==> src/rtl/rom_port_arbiter.sv <==
// ============================================================================
//  Module   : rom_port_arbiter
//  Purpose  : Round-robin ROM read-port arbiter with starvation override and
//             an in-order, fixed-latency return path.
//  Revision : 1.0
// ============================================================================
`default_nettype none

module rom_port_arbiter #(
   parameter int NREQ     = 3,
   parameter int ADDR_W   = 21,
   parameter int DATA_W   = 1,
   parameter int ROM_LAT  = 1,
   parameter int MAX_WAIT = 7
) (
   input  logic                     Clk,
   input  logic                     Reset,
   input  logic                     en,
   input  logic [NREQ-1:0]          req,
   input  logic [NREQ*ADDR_W-1:0]   addr,
   output logic [NREQ-1:0]          gnt,
   output logic                     rom_rd,
   output logic [ADDR_W-1:0]        rom_addr,
   input  logic [DATA_W-1:0]        rom_data,
   output logic [NREQ-1:0]          rd_valid,
   output logic [DATA_W-1:0]        rd_data,
   output logic                     busy
);

   localparam int IDX_W   = (NREQ > 1) ? $clog2(NREQ) : 1;
   localparam int CNT_MIN = $clog2(MAX_WAIT + 1);
   localparam int CNT_W   = (CNT_MIN > 3) ? CNT_MIN : 3;
   localparam logic [CNT_W-1:0] WAIT_LIM = CNT_W'(MAX_WAIT);
   localparam logic [IDX_W-1:0] LAST_RST = IDX_W'(NREQ - 1);

   logic                 ready_q;
   logic [NREQ-1:0]      gnt_q, gnt_d;
   logic [ADDR_W-1:0]    rom_addr_q, rom_addr_d;
   logic [IDX_W-1:0]     last_q, last_d;
   logic [CNT_W-1:0]     wcnt_q [NREQ];
   logic [CNT_W-1:0]     wcnt_d [NREQ];
   logic [ROM_LAT-1:0]   pv_q;
   logic [IDX_W-1:0]     pidx_q [ROM_LAT];
   logic [DATA_W-1:0]    rd_data_q;

   logic                 arb_en;
   logic [NREQ-1:0]      elig;
   logic                 found;
   logic [IDX_W-1:0]     sel_idx;
   int                   cand;

   // ready_q holds off arbitration for the first edge after reset release
   assign arb_en = en & ready_q;
   assign elig   = req & ~gnt_q;

   always_comb begin
      found   = 1'b0;
      sel_idx = '0;
      cand    = 0;
      if (arb_en) begin
         for (int i = 0; i < NREQ; i++) begin
            if (!found && elig[i] && (wcnt_q[i] == WAIT_LIM)) begin
               found   = 1'b1;
               sel_idx = IDX_W'(i);
            end
         end
         for (int k = 1; k <= NREQ; k++) begin
            cand = int'(last_q) + k;
            if (cand >= NREQ) begin
               cand = cand - NREQ;
            end
            if (!found && elig[IDX_W'(cand)]) begin
               found   = 1'b1;
               sel_idx = IDX_W'(cand);
            end
         end
      end
   end

   always_comb begin
      gnt_d      = '0;
      rom_addr_d = rom_addr_q;
      last_d     = last_q;
      if (found) begin
         gnt_d[sel_idx] = 1'b1;
         rom_addr_d     = addr[int'(sel_idx)*ADDR_W +: ADDR_W];
         last_d         = sel_idx;
      end
   end

   always_comb begin
      for (int i = 0; i < NREQ; i++) begin
         wcnt_d[i] = wcnt_q[i];
         if (arb_en) begin
            if (!req[i] || (found && (sel_idx == IDX_W'(i)))) begin
               wcnt_d[i] = '0;
            end else if (elig[i] && (wcnt_q[i] != WAIT_LIM)) begin
               wcnt_d[i] = wcnt_q[i] + 1'b1;
            end
         end
      end
   end

   always_ff @(posedge Clk or posedge Reset) begin
      if (Reset) begin
         ready_q    <= 1'b0;
         gnt_q      <= '0;
         rom_addr_q <= '0;
         last_q     <= LAST_RST;
         for (int i = 0; i < NREQ; i++) begin
            wcnt_q[i] <= '0;
         end
      end else begin
         ready_q    <= 1'b1;
         gnt_q      <= gnt_d;
         rom_addr_q <= rom_addr_d;
         last_q     <= last_d;
         for (int i = 0; i < NREQ; i++) begin
            wcnt_q[i] <= wcnt_d[i];
         end
      end
   end

   // last_q always names the owner of gnt_q, so it doubles as the issue index
   always_ff @(posedge Clk or posedge Reset) begin
      if (Reset) begin
         pv_q      <= '0;
         rd_data_q <= '0;
         for (int j = 0; j < ROM_LAT; j++) begin
            pidx_q[j] <= '0;
         end
      end else begin
         pv_q[0]   <= |gnt_q;
         pidx_q[0] <= last_q;
         for (int j = 1; j < ROM_LAT; j++) begin
            pv_q[j]   <= pv_q[j-1];
            pidx_q[j] <= pidx_q[j-1];
         end
         rd_data_q <= rd_data;
      end
   end

   always_comb begin
      rd_valid = '0;
      if (pv_q[ROM_LAT-1]) begin
         rd_valid[pidx_q[ROM_LAT-1]] = 1'b1;
      end
   end

   assign rd_data  = pv_q[ROM_LAT-1] ? rom_data : rd_data_q;
   assign gnt      = gnt_q;
   assign rom_rd   = |gnt_q;
   assign rom_addr = rom_addr_q;
   assign busy     = (|gnt_q) | (|pv_q);

endmodule

`default_nettype wire

==> config.mk <==
export PLATFORM = sky130hd
export DESIGN_NAME = rom_port_arbiter
export DESIGN_NICKNAME = d
export VERILOG_FILES = /design/src/rtl/rom_port_arbiter.sv
export SDC_FILE = /design/constraint.sdc
export NUM_CORES = 1
export LEC_CHECK = 0
export ABC_CLOCK_PERIOD_IN_PS = 6700
export CORE_MARGIN = 2
export CORE_UTILIZATION = 48
export DETAILED_ROUTE_END_ITERATION = 8
export DONT_BUFFER_PORTS = 1
export SKIP_CTS_REPAIR_TIMING = 1
export SLEW_MARGIN = 20
export SYNTH_ARGS = -nofsm -noshare
export SYNTH_HDL_FRONTEND = slang
export SYNTH_SLANG_ARGS = --single-unit
==> constraint.sdc <==
create_clock -name Clk -period 6.7 [get_ports Clk]
set_input_delay 1.005 -clock Clk [delete_from_list [all_inputs] [get_ports Clk]]
set_output_delay 1.005 -clock Clk [all_outputs]
set_load 0.01 [all_outputs]
==> metrics <==
Clk pin slew, worst setup/hold paths=roughly 80 ps; endpoint arrival time on the critical path=3520 ps; EDFF count, synth=0; chip height=74.1 µm; number of nets still failing antenna checks after routing=0; fmax=a little over 300 MHz; flip-flop and latch count after synthesis=40; final cycle utilization of the critical path=49.2%; total clock sinks=40; post-route worst hold slack=421 ps; router iterations before antenna repair=4; Std-Cell Rows=25; core footprint=4720 µm²; HPWL Detailed=between 4 and 5 mm; number of buffers inserted during clock tree synthesis=5; sequential area share after synthesis=42.5%; detailed router's first-iteration violation count=roughly 130; Post-DP Area=2350 µm²; data required time of the worst path=6930 ps; # IOs=100; TritonCTS clock tree=built; Pins Over Slew Limit=0; average wire length per cell after detail routing=21.1 µm; crit path time final=3300 ps; share of the synthesized area in the top cell type=41.4%; Total Power=0.00117 W; drc violations=0; WL final=between 5 and 6 mm; utilization of the core after routing=approximately half; Initial Util=between 40% and 50%; Synth Instances=217; antenna cell count=0; total congestion overflow after global routing=0; number of distinct library cells after synthesis=just under 60; CTS H-tree depth=2; largest cells by area after synthesis=dfrtp_1 (41%), a221o_1 (6.4%), a22o_1 (5.2%), ha_1 (4.8%), nand2_1 (2.7%); post-synthesis instance area=2360 µm²; Worst Tran Pin Value=1110 ps; Async SR Flop Fraction=100%; fraction of layout instances using a drive strength above 1=between 10 and 15%; via count of the first global-routing pass=1924; unrepaired setup endpoints after global routing=no; Synth Flop Type=dfrtp_1; worst relative slew slack=between 20% and 30%; Die Wd=74.1 µm; Leakage=1.05 nW; count of buffers inserted at the top-level ports=0; buffers from clock root to sink, at most=2; startpoint-to-endpoint class of the critical path=reg -> reg; library cell with the largest summed area after synthesis=dfrtp_1; Finish-stage setup viols=0; number of max-cap violations=0; wire length of the first global-routing pass=9.38 mm; root buffer selected by CTS=clkbuf_8; Worst Clk Skew=7.12 ps; source-to-sink clock delay at the later pin of the worst-skew pair=290 ps; largest fanout on the critical path=21; gr usage total=22.4%; Post-Synthesis Net Count=about 300; antenna violations before repair=0; largest net degree at the start of global routing=41; final number of hold-violating endpoints=0; result of the run=complete, no violations; summed negative setup slack over all endpoints=0 ps; Avg Vias per Cell=6.68; Cell Pwr Density=480 nW/µm²; average instance area after synthesis=around 11 µm²; total vias in the final route=1883; class of the worst hold path=reg -> reg; nature of the critical path endpoint=flop; count of warnings emitted by yosys=0; CP Launch Type=flop; cell area after layout=2440 µm²; last weighted congestion value of the routability-driven placer=0.827; net count reported at finish=a little under 300; die area=5490 µm²; worst-case vdd ir drop=0.196 mV; Area Growth Syn to Fin=3.61%
worst paths after layout:
kind / start / end / slack, ps / depth (start not counted)
max: last_q[0] / rom_addr[14] / 3400 / 8
min: last_q[1] / pidx_q[1] / 420 / 0
max reg2reg: last_q[0] / rom_addr[14] / 3400 / 8
min reg2reg: last_q[1] / pidx_q[1] / 420 / 0
max in group asynchronous: Reset / last_q[1] / 5620 / 2
min in group asynchronous: Reset / wcnt_q[7] / 720 / 2
cells by family after synthesis:
logic type,after synthesis,share of synthesized area (%)
AO/OA/AOI/OAI,78,28.7
adder cells (fa/ha/maj),9,4.77
buffers and inverters,15,5.46
flip-flops,40,42.5
multiplexers,4,1.86
other,1,0.159
AND/OR/NAND/NOR,70,16.6
cell type report:
cell class,count,area [µm²]
multi-input combinational,162,1230
fill,449,2280
clock inverter,2,15.0
timing repair buffer,1,7.51
clock buffer,6,82.6
tap,67,83.8
inverter,4,20.0
sequential,40,1000
layout by cell type, fill, tap and decap left out, types with 7 or more instances in the layout:
| cell type | synthesis | routed |
|---|---|---|
| nor2_1 | 12 | 12 |
| ha_1 | 9 | 9 |
| a221o_1 | 15 | 15 |
| a22o_1 | 14 | 14 |
| a21oi_1 | 10 | 10 |
| dfrtp_1 | 39 | 39 |
| o21ai_0 | 8 | 8 |
| nand3_1 | 7 | 7 |
| nand2_1 | 17 | 17 |
synthesized netlist by cell type, drive strengths merged, types with 3 or more instances:
cell type   n
a21oi      12
a221o      15
a221oi      5
a22o       14
a32o        3
and3b       3
buf         9
dfrtp      39
ha          9
inv         4
mux2        3
nand2      17
nand2b      7
nand3       8
nand4       3
nor2       15
o2111ai     6
o21ai       8
or2         3
through the flow:
stage	setup WS [ps]	cells
after floorplan	4050	217
after global placement	3590	274
after detailed placement	3500	274
after CTS	3480	282
after global routing	3170	282
final	3400	282
sequential cells by signal, indices dropped and copies added, names as in the netlist:
name / count
rd_data_q: 1
gnt: 3
pv_q: 1
wcnt_q: 9
rom_addr: 21
pidx_q: 2
ready_q: 1
last_q: 2
critical path, stage by stage, from the launching register on:
cell and delay (ps):
dfrtp_1 470, inv_1 130, ha_1 500, or2b_1 290, a32oi_1 320, nand3_2 270, o31ai_4 850, a22o_1 270
a221o_1 120
layer usage:
metal	up-vias	share of wire, %	global-route usage (%)
li1	844	-	-
met1	918	41	28.8
met2	111	48	36.6
met3	10	10	6.37
met4	0	1.5	7.27
met5	-	0	0
where the power goes:
group | leakage (nW) | internal [W] | switching, W
combinational | 0.515 | 0.000231 | 0.000311
clock | 0.0434 | 0.0000833 | 0.0000865
sequential | 0.496 | 0.000346 | 0.000115
total | 1.05 | 0.000660 | 0.000513
No activity file was read; power rests on OpenSTA's default activity.
==> RTL change, RTL diff (config.mk and constraints unchanged) <==
Change the parameter `NREQ` from 3 to 6.
--- a/src/rtl/rom_port_arbiter.sv
+++ b/src/rtl/rom_port_arbiter.sv
@@ -7,7 +7,7 @@
 `default_nettype none
 
 module rom_port_arbiter #(
-   parameter int NREQ     = 3,
+   parameter int NREQ     = 6,
    parameter int ADDR_W   = 21,
    parameter int DATA_W   = 1,
    parameter int ROM_LAT  = 1,
Interface: changed (resized addr, gnt, rd_valid and req); port bits go from 100 to 172. The function was not compared with the original's and may differ.
==> RTL change against the unedited design <==
Die area grew 100%; non-clock buffer count increased by 6; sequential power is 45% higher; design area up 110%; global-route usage grew 2.2 points; area after synthesis is 110% higher; power grew to 2.7 times the old value; worst setup slack worse by 2.1 ns; worst hold slack gained 0.11 ns; routed wire length up 130%; sequential cell count is 14 higher; largest power group unchanged.
==> RTL change: results (changes against the unedited design) <==
** Drt
- The number of vias after detailed routing is 4295 (was 1883).
- The first-pass iteration count of the detailed router was 6 (was 4).
- Met1 Wirelength :: 5730 um (was 2430 um)
- The number of violations reported at the end of detailed-routing iteration 0 is 286 (was 127).
- The detailed route wirelength on metal2 is 6940 um (was 2830 um).
- Post-detailed-routing wire length :: 13900 um (was 5950 um)
- Routed met3 length :: 1020 um (was 602 um)

** Logic synthesis
- Leading post-synthesis cells by instance count :: 52 x dfrtp_1, 43 x mux2i_1, 35 x o21ai_0, 30 x nand2_1, 25 x mux2_2 (was 39 x dfrtp_1, 17 x nand2_1, 15 x a221o_1, 14 x a22o_1, 12 x nor2_1)
- Largest cells by area after synthesis: dfrtp_1 27%, mux2i_1 8.8%, mux2_2 5.8%, ha_1 5.7%, o21ai_0 3.6% (was dfrtp_1 41%, a221o_1 6.4%, a22o_1 5.2%, ha_1 4.8%, nand2_1 2.7%).
- The post-synthesis compound-gate area fraction is 0.264 (was 0.287).
- The synthesized-area fraction occupied by adder cells came to 0.0565 (was 0.0477).
- Parity-gate share of the synthesized area counting xor and xnor cells :: 0.0144 (was 0)
- Number of library cell types mapped by synthesis :: 78 (was 59)
- Seq/Total Area, Yosys :: 0.278 (was 0.425)
- Fraction of synthesis flops using an asynchronous set or reset pin :: 1.00 (unchanged)
- Mux contribution to synthesized area :: 0.151 (was 0.0186)
- The net count after synthesis came to 683 (was 296).

** Setup path
- Library cell contributing the largest single delay on the critical path :: dfstp_2 (was o31ai_4)
- The worst-case register-to-register setup slack is 1.35 ns (was 3.40 ns).
- The category of cells accounting for the largest share of critical-path delay was simple AND/OR/NAND/NOR gates (was compound AO/OA/AOI/OAI gates).
- The biggest fanout along the worst timing path came to 26 (was 21).
- The data arrival time at the worst-slack endpoint is 5.60 ns (was 3.52 ns).

** Clock tree
- H-tree levels :: 2 (unchanged)
- Clock transition at the registers of the reported paths :: 0.10 ns (was 0.08 ns)
- Clock latency reported for the late side of the worst-skew pair :: 0.31 ns (was 0.29 ns)

** Placed design
- Global placement routability congestion :: 0.909 (was 0.827)
- Sum of net half-perimeters after detailed placement :: 10200 um (was 4430 um)

** Final layout
- The proportion of layout cells with a drive suffix above 1 is 0.137 (was 0.144).
- The final-layout fill cell count is 956 (was 449).
- The net count of the finished layout came to 660 (was 293).
- The number of inserted diodes came to 0 (unchanged).

** Min path
- Hold Path Class :: flop to flop (unchanged)

** Global routing
- Global-route usage over all layers :: 0.246 (was 0.224)
- Pin count of the biggest net entering global routing :: 55 (was 41)
- First-pass GRT wire length :: 22100 um (was 9380 um)
- The via count of the first global-routing pass was 4179 (was 1924).

** Power and ir drop
- The leakage component of the power came to 2.09 nW (was 1.05 nW).
- The maximum resistive drop on vdd was 446 uV (was 196 uV).

** Timing
- The relative slew slack is 0.299 (was 0.256).

** Outcome
- Status :: finished, final reports clean (unchanged)
RTL change: cells by family after synthesis:
logic type               Yosys count
XOR/XNOR                           8
other                              1
buffers and inverters             48
adder cells (fa/ha/maj)           22
AO/OA/AOI/OAI                    172
multiplexers                      69
AND/OR/NAND/NOR                  151
flip-flops                        54
RTL change: worst paths after layout:
| check | cells past startpoint | to | startpoint |
|---|---|---|---|
| max reg2reg | 14 | rom_addr[4] | last_q[0] |
| max in group asynchronous | 2 | ready_q | Reset |
| max | 14 | rom_addr[4] | last_q[0] |
| min in group asynchronous | 2 | rom_addr[10] | Reset |
| min | 0 | pidx_q[2] | last_q[2] |
| min reg2reg | 0 | pidx_q[2] | last_q[2] |
RTL change: routing by layer:
metal  track usage  up-vias
met5             0        -
met4        0.0648        0
met3        0.0487       16
met2         0.422      210
met1         0.317     2068
li1              -     2001
RTL change: through the flow:
step	util	instance area, um^2	std cells	power [mW]	hold slack (ns)
2_1_floorplan	-	4870	525	2.52	0.416
4_1_cts	0.512	5030	636	3.19	0.534
6_report	0.512	5030	636	3.18	0.532
3_5_place_dp	0.500	4910	628	2.94	0.509
3_3_place_gp	0.500	4910	628	2.89	0.496
5_1_grt	0.512	5030	636	3.43	0.554
RTL change: layout make-up:
| type | instances | area [um^2] | share of cell area |
|---|---|---|---|
| multi-input cells | 423 | 3290 | 0.655 |
| well taps | 133 | 166 | 0.0331 |
| flip-flops and latches | 54 | 1350 | 0.269 |
| repair buffers | 7 | 52.6 | 0.0105 |
| inverters | 11 | 41.3 | 0.00821 |
| clock buffers | 6 | 82.6 | 0.0164 |
| clock inverters | 2 | 38.8 | 0.00771 |
RTL change: power by group through the flow:
stage	sequential (mW)	combinational [mW]	clock (mW)
2_1_floorplan	0.603	1.92	0
3_3_place_gp	0.675	2.22	0
3_5_place_dp	0.677	2.27	0
4_1_cts	0.672	2.27	0.244
5_1_grt	0.689	2.49	0.252
6_report	0.672	2.27	0.237
RTL change: worst reg2reg max path: cells and delay by family (launching register included):
family | cells | cell delay, ns
buffers and inverters | 4 | 1.10
muxes | 1 | 0.23
DFF | 1 | 0.84
and+or+nand+nor | 6 | 1.98
AOI/OAI and AO/OA | 2 | 0.37
adders and majority gates | 1 | 0.78
